File: src/rtl/video_fx_ctrl.sv
// ----------------------------------------------------------------------------
// video_fx_ctrl
//
// Frame-synchronous colour effect controller. Game events (brick hit, ball
// missed, level won) are latched as pending flags and arbitrated once per
// frame at frame_start. The winning event starts a timed colour effect on the
// background/border colour registers. Because those registers only change at
// frame_start (or on fx_clear), an effect never tears mid-frame.
//
// Ports:
//   clk          pixel clock
//   rst          asynchronous, active-high reset
//   frame_start  one-cycle pulse per frame, issued in vertical blanking
//   evt_brick    one-cycle pulse: brick destroyed
//   evt_miss     one-cycle pulse: ball lost
//   evt_win      one-cycle pulse: level cleared
//   fx_clear     synchronous abort back to idle (allowed mid-frame)
//   background   registered background colour (RRGGBB)
//   border       registered border colour (RRGGBB)
//   fx_active    high while any effect runs
//   fx_id        current effect: 0 idle, 1 brick, 2 miss, 3 win
// ----------------------------------------------------------------------------
module video_fx_ctrl #(
    parameter logic [5:0] BASE_BG      = 6'b000000,
    parameter logic [5:0] BASE_BORDER  = 6'b010101,
    parameter logic [5:0] BRICK_COLOR  = 6'b111111,
    parameter logic [5:0] MISS_COLOR   = 6'b110000,
    parameter int unsigned BRICK_FRAMES = 4,
    parameter int unsigned MISS_FRAMES  = 16
) (
    input  logic       clk,
    input  logic       rst,
    input  logic       frame_start,
    input  logic       evt_brick,
    input  logic       evt_miss,
    input  logic       evt_win,
    input  logic       fx_clear,
    output logic [5:0] background,
    output logic [5:0] border,
    output logic       fx_active,
    output logic [1:0] fx_id
);

    // Encoding matches the fx_id values so the two stay trivially consistent.
    typedef enum logic [1:0] {
        ST_IDLE  = 2'd0,
        ST_BRICK = 2'd1,
        ST_MISS  = 2'd2,
        ST_WIN   = 2'd3
    } state_e;

    // Counters hold "frames remaining after this one", so entry loads N-1.
    localparam logic [4:0] BRICK_LAST = 5'(BRICK_FRAMES - 1);
    localparam logic [4:0] MISS_LAST  = 5'(MISS_FRAMES - 1);

    state_e     state_q;
    logic [4:0] cnt_q;
    logic [5:0] bg_q;
    logic [5:0] border_q;
    logic       active_q;
    logic [1:0] id_q;
    logic       strobe_on_q;   // miss strobe phase: 1 = MISS_COLOR shown
    logic       pend_brick_q;
    logic       pend_miss_q;
    logic       pend_win_q;

    // An event pulsing on the frame_start cycle takes part in that decision.
    logic brick_now;
    logic miss_now;
    logic win_now;

    assign brick_now = pend_brick_q | evt_brick;
    assign miss_now  = pend_miss_q  | evt_miss;
    assign win_now   = pend_win_q   | evt_win;

    // NOTE: all state in this block is assigned with non-blocking (<=) so every
    // register samples pre-edge values and the arbitration below reads the
    // current state, not a partially updated one.
    always_ff @(posedge clk or posedge rst) begin
        if (rst) begin
            state_q      <= ST_IDLE;
            cnt_q        <= '0;
            bg_q         <= BASE_BG;
            border_q     <= BASE_BORDER;
            active_q     <= 1'b0;
            id_q         <= 2'd0;
            strobe_on_q  <= 1'b0;
            pend_brick_q <= 1'b0;
            pend_miss_q  <= 1'b0;
            pend_win_q   <= 1'b0;
        end else if (fx_clear) begin
            // Abort outranks events and frame_start; the only mid-frame change.
            state_q      <= ST_IDLE;
            cnt_q        <= '0;
            bg_q         <= BASE_BG;
            border_q     <= BASE_BORDER;
            active_q     <= 1'b0;
            id_q         <= 2'd0;
            strobe_on_q  <= 1'b0;
            pend_brick_q <= 1'b0;
            pend_miss_q  <= 1'b0;
            pend_win_q   <= 1'b0;
        end else if (frame_start) begin
            // Events are consumed or dropped here, never carried to the next frame.
            pend_brick_q <= 1'b0;
            pend_miss_q  <= 1'b0;
            pend_win_q   <= 1'b0;

            if (win_now && state_q != ST_WIN) begin
                state_q  <= ST_WIN;
                id_q     <= 2'd3;
                active_q <= 1'b1;
                cnt_q    <= '0;
                bg_q     <= BASE_BG;
                border_q <= BASE_BORDER + 6'd1;
            end else if (miss_now && state_q != ST_WIN) begin
                state_q     <= ST_MISS;
                id_q        <= 2'd2;
                active_q    <= 1'b1;
                cnt_q       <= MISS_LAST;
                bg_q        <= MISS_COLOR;
                border_q    <= BASE_BORDER;
                strobe_on_q <= 1'b1;
            end else if (brick_now && (state_q == ST_IDLE || state_q == ST_BRICK)) begin
                state_q  <= ST_BRICK;
                id_q     <= 2'd1;
                active_q <= 1'b1;
                cnt_q    <= BRICK_LAST;
                bg_q     <= BASE_BG;
                border_q <= BRICK_COLOR;
            end else begin
                case (state_q)
                    ST_BRICK, ST_MISS: begin
                        if (cnt_q == '0) begin
                            state_q     <= ST_IDLE;
                            id_q        <= 2'd0;
                            active_q    <= 1'b0;
                            bg_q        <= BASE_BG;
                            border_q    <= BASE_BORDER;
                            strobe_on_q <= 1'b0;
                        end else begin
                            cnt_q <= cnt_q - 5'd1;
                            if (state_q == ST_MISS) begin
                                // Phase bit rather than colour compare, so the
                                // strobe still alternates if MISS_COLOR == BASE_BG.
                                strobe_on_q <= ~strobe_on_q;
                                bg_q        <= strobe_on_q ? BASE_BG : MISS_COLOR;
                            end
                        end
                    end
                    ST_WIN: begin
                        border_q <= border_q + 6'd1;   // wraps 63 -> 0
                    end
                    default: begin
                        bg_q     <= BASE_BG;
                        border_q <= BASE_BORDER;
                    end
                endcase
            end
        end else begin
            pend_brick_q <= brick_now;
            pend_miss_q  <= miss_now;
            pend_win_q   <= win_now;
        end
    end

    assign background = bg_q;
    assign border     = border_q;
    assign fx_active  = active_q;
    assign fx_id      = id_q;

endmodule

File: config.mk
export PLATFORM = sky130hd
export DESIGN_NAME = video_fx_ctrl
export DESIGN_NICKNAME = d
export VERILOG_FILES = /design/src/rtl/video_fx_ctrl.sv
export SDC_FILE = /design/constraint.sdc
export NUM_CORES = 1
export LEC_CHECK = 0
export BUFFER_PORTS_ARGS = -buffer_cell sky130_fd_sc_hd__clkbuf_2
export CAP_MARGIN = 20
export CORE_MARGIN = 8
export CORE_UTILIZATION = 35
export CTS_CLUSTER_SIZE = 28
export DETAILED_ROUTE_END_ITERATION = 8
export GPL_TIMING_DRIVEN = 0
export SKIP_LAST_GASP = 1
export SYNTH_ARGS = -nofsm -noshare
export SYNTH_HDL_FRONTEND = slang
export SYNTH_SLANG_ARGS = --single-unit
File: constraint.sdc
create_clock -name clk -period 2 [get_ports clk]
set_clock_uncertainty 0.05 [all_clocks]
set_input_delay 0 -clock clk [delete_from_list [all_inputs] [get_ports clk]]
set_output_delay 0 -clock clk [all_outputs]
set_load 0.02 [all_outputs]
After elaboration in Yosys (flattened, before gate mapping)
Cells that the tools add are included.
Storage, ports and cells
  word-level logic and storage cells: 93
  register bits after elaboration: 24
Operators by class
  reduce and logical (&&, ||, !) cells: 17
  mux-type cells: 51
  bitwise gates (word level): 4
  eq/ne operators: 10
  add/sub/neg operators: 2
Operators by type and width (count)
  2-to-1 mux 6 bit: 14
  2-to-1 mux 5 bit: 7
  one-hot mux 6 bit (2 select lines): 2
  2-to-1 mux 1 bit: 21
  2-to-1 mux 2 bit: 7
  != test 5 bit, second input constant: 2
  nonzero test 5 bit: 2
  AND reduction 3 bit: 3
  != test 7 bit, second input constant: 1
  adder 6 x 1 -> 6 bit, second input constant: 1
  != test 6 bit, second input constant: 1
  logical NOT 5 bit: 1
  AND reduction 5 bit: 1
  subtractor 5 x 1 -> 5 bit, second input constant: 1
  equality test 2 bit, second input constant: 2
  != test 2 bit, second input constant: 2
  nonzero test 4 bit: 1
  logical AND 1 bit: 3
  != test 3 bit, second input constant: 1
  bitwise OR 1 bit: 3
  nonzero test 3 bit: 1
  equality test 2 x 1 -> 1 bit, second input constant: 1
  logical NOT 2 bit: 1
  AND reduction 2 bit: 1
  other kinds (4): 4

Logic depth before layout (Yosys ltp)
  depth after elaboration: 9
  gate-level depth with buffers: 7
  gate-level depth less buffers: 6

Worst setup path before layout
OpenSTA, ideal clock, no wires.
  path kind: flip-flop to flip-flop
  start: register fx_id[0] (netlist name)
  end: register border_q[1], in the netlist border[1]
  arrival: 1881 ps
  period minus slack after synthesis: 2056 ps
  cell stages (with the launch flop): 7
  setup slack: -56 ps
  setup time: 125 ps
  cells stage by stage: dfrtp_1 -> inv_1 -> ha_1 -> o22a_1 -> nor4_4 -> a21oi_2 -> mux2_4
RTL lines
  end signal: assignment: RTL line 115  | border_q <= BASE_BORDER + 6'd1;
  end signal: assignment: RTL line 152  | border_q <= border_q + 6'd1;
  end: declaration: RTL line 59  | logic [5:0] border_q;

Final worst setup path
  start: register cnt_q[1]
  end: register border_q[3], in the netlist border[3]
Between the ends
  cells in the longest elaborated chain, start to end: 3
RTL lines
  start: declaration: RTL line 57  | logic [4:0] cnt_q;
  start signal: assignment: RTL line 142  | cnt_q <= cnt_q - 5'd1;
  logical NOT 5 bit: RTL line 134  | if (cnt_q == '0) begin
  != test 6 bit (no line)
  AND reduction 2 bit (no line)
Every way passes these cells.
A chain may end at the register's enable or synchronous reset.

==> results.toml <==
[min_path]
min_to = "strobe_on_q"
hold_depth = 3
min_from = "frame_start"
hold_class = "in2reg"

[timing]
worst_pin_slew_ns = 0.7394
slew_headroom = 0.5065
min_period_ns = 1.962
setup_viol_count_final = 0
hold_viol = 0
fin_setup_tns_ns = 0
finalMaxSlewViolations = 0
rsz0062_at_grt = "true"
whs_ns = 0.02994
max_clock_freq_ghz = 0.5096
fin_crit_sh = 0.9812

[floorplanning]
core_sq_um = 3606
start_util = 0.3602
die_w_um = 76.92
die_y_um = 76.92
row_count = 22
dieArea_sq_um = 5916
io_pins = 22

[route]
wl_met2_um = 1587
highest_layer = "met4"
wl_um = 3331
drtAntennaViolNets = 0
drc = 0
met1Wirelength_um = 1496
met3_length_um = 233
wire_per_inst_um = 15.00
num_vias = 1188
first_iter_violations = 64
dr.pass1.iters = 4
vias_per_cell = 5.351

[run_status]
status = "completed"

[yosys]
synth_mux_area_frac = 0.07129
syn-cell-area_sq_um = 1299
synth_top_area_share = 0.3083
synth_simple_gate_area_share = 0.1705
synthXorXnorAreaFrac = 0
synth-adder-area-share = 0.05780
synth_most_common_cell = "dfrtp_1"
synth_edf_count = 0
synth-compound-area-share = 0.2457
synthTopCellsByCount = "dfrtp_1 (16), inv_1 (12), nor2_1 (10)"
synthCells = 138
synth-seq-cells = 19
synth_top_family_by_area = "compound AO/OA/AOI/OAI gates"
synth.avg_cell_area_sq_um = 9.411
synth.yosys.seq_area_share = 0.3690
ys_async_sr_fraction = 1.000
yosysWarnings = 0
synth_area_leader_cell = "dfrtp_1"
synthTopCellsByArea = "dfrtp_1 (31%), dfstp_2 (6.1%), ha_1 (5.8%), a21oi_1 (3.5%), inv_1 (3.5%)"
synthDistinctLibCells = 46
synthFlopType = "dfrtp_1"

[global_route]
antenna_found_initial = 0
gr-total-overflow = 0
gr-usage-all-layers = 0.1136
grt_pass1_vias = 1225
grt_max_degree = 20
grt_pass1_wl_um = 5651

[critical_path]
end_kind = "flip-flop"
regToRegSetupSlack_ns = 0.04
cp_max_fo = 8
crit_path_max_incr_delay_ns = 0.40
required_ns = 2.10
cp.arrival_ns = 2.06
worst_path_max_delay_cell = "dfrtp_1"
crit_path_cell_trace = "inv_1 > ha_2 > nor4b_4 > nand2b_4 > buf_6 > o32ai_1 > a221o_1"
worstReg2RegEnd = "border[3]"
path_class = "reg2reg"
r2r-start = "cnt_q[1]"
start_kind = "flip-flop"
ff2ff_path_depth = 7

[cts]
htreeDepth = 1
cts_made_buffers = 3
clk_latency_ns = 0.26
clk_path_buf_depth = 2
clock-sinks = 19
path_clk_slew_ns = 0.07
cts_tree = "done"
cts_root_buffer = "clkbuf_8"

[power_and_ir_drop]
power.density_nw_per_um2 = 794.4
p_leak_nw = 0.7685
vdd_drop_max_uv = 413.4

[cells_and_area]
layout-drive-gt1-share = 0.3563
antenna_cells_inserted = 0
final_nets = 188
area_delta_synth_final_pct = 29.19
nFillCells = 362

[place]
io_buffers = 17
finalWeightedCongestion = 0.8758
hpwlAfterDp_um = 2414

[job]
maxCapViolations = 0
## per-stage QoR
stage               cell area, sq um  setup WS, ns  std cells  total power, mW  utilization
finish                          1678       0.03769        222            1.333       0.4653
global route                    1678      -0.05114        222            1.414       0.4653
CTS                             1610       0.02429        218            1.277       0.4466
detailed placement              1461       -0.2254        206           0.9682       0.4053
global placement                1461       -0.1941        206           0.9533       0.4053
floorplan                       1316       0.01510        141           0.8406            -
## report_power, final
part | total, mW | internal, mW | switching (mW)
clock | 0.270 | 0.142 | 0.128
combinational | 0.582 | 0.256 | 0.326
sequential | 0.481 | 0.432 | 0.0487
total | 1.33 | 0.830 | 0.503
## cells in the final DEF (no fill, tap or decap), drive strengths merged, types with 2 or more instances in the layout
cell type,count
nor2,10
nor4b,3
nand3,5
o21ai,8
clkbuf,22
dfstp,3
o41ai,2
nor2b,2
o32ai,3
conb,4
mux2,4
o22ai,4
buf,16
o21bai,2
dlygate4sd3,4
nor4,2
nand2,8
mux2i,4
inv,12
dfrtp,16
a21oi,12
a21boi,2
o211ai,2
nor3,3
o21ba,2
nand2b,2
ha,6
## worst max-delay path: cells and delay by family, from the launching register on
family / cells / cell delay, ns
buffers and inverters: 2 / 0.22
AO/OA/AOI/OAI: 2 / 0.45
adder cells (fa/ha/maj): 1 / 0.20
AND/OR/NAND/NOR: 2 / 0.54
flip-flops: 1 / 0.40
## sequential cells by signal (all words and copies together) (netlist names)
register and cells:
border 6, cnt_q 5, fx_id 2, background 1
fx_active 1, pend_brick_q 1, pend_miss_q 1, pend_win_q 1
strobe_on_q 1
## logic make-up (layout without fill, tap and decap cells)
| kind of cell | Yosys count | in the layout |
|---|---|---|
| AOI/OAI and AO/OA | 45 | 45 |
| and+or+nand+nor | 38 | 38 |
| buffers and inverters | 21 | 54 |
| DFF | 19 | 19 |
| muxes | 8 | 8 |
| adders and majority gates | 6 | 6 |
| other | 1 | 4 |
## layer usage
metal  vias up  track usage
li1        572            -
met1       573       0.1349
met2        41       0.1929
met3         2      0.03730
met4         0      0.02500
met5         -            0
## repair_timing
action,4_1_cts,5_1_grt
setup endpoints to repair,9,8
gates resized for setup,5,11
endpoints found under the hold margin,19,0
hold buffers,4,0
pin swaps,2,1
buffers inserted,4,4
## cell type report
class,instances,area [sq um],area share
plain buffers,9,68.82,0.04101
inverters,12,45.04,0.02685
repair buffers,29,188.9,0.1126
flip-flops and latches,19,481.7,0.2871
multi-input cells,101,788.3,0.4698
well taps,48,60.06,0.03579
clock buffers,4,45.04,0.02685
## how the worst max path moves through the flow
stage                  start       endpoint  slack, ns  cells after the start
CTS                 cnt_q[0]      border[3]       0.02                      7
finish              cnt_q[1]      border[3]       0.04                      7
global placement    fx_id[0]  background[4]      -0.19                      5
global route        cnt_q[1]      border[3]      -0.05                      7
floorplan           fx_id[0]      border[1]       0.02                      6
detailed placement  fx_id[0]  background[4]      -0.23                      5
(Power assumes the default switching activity.)
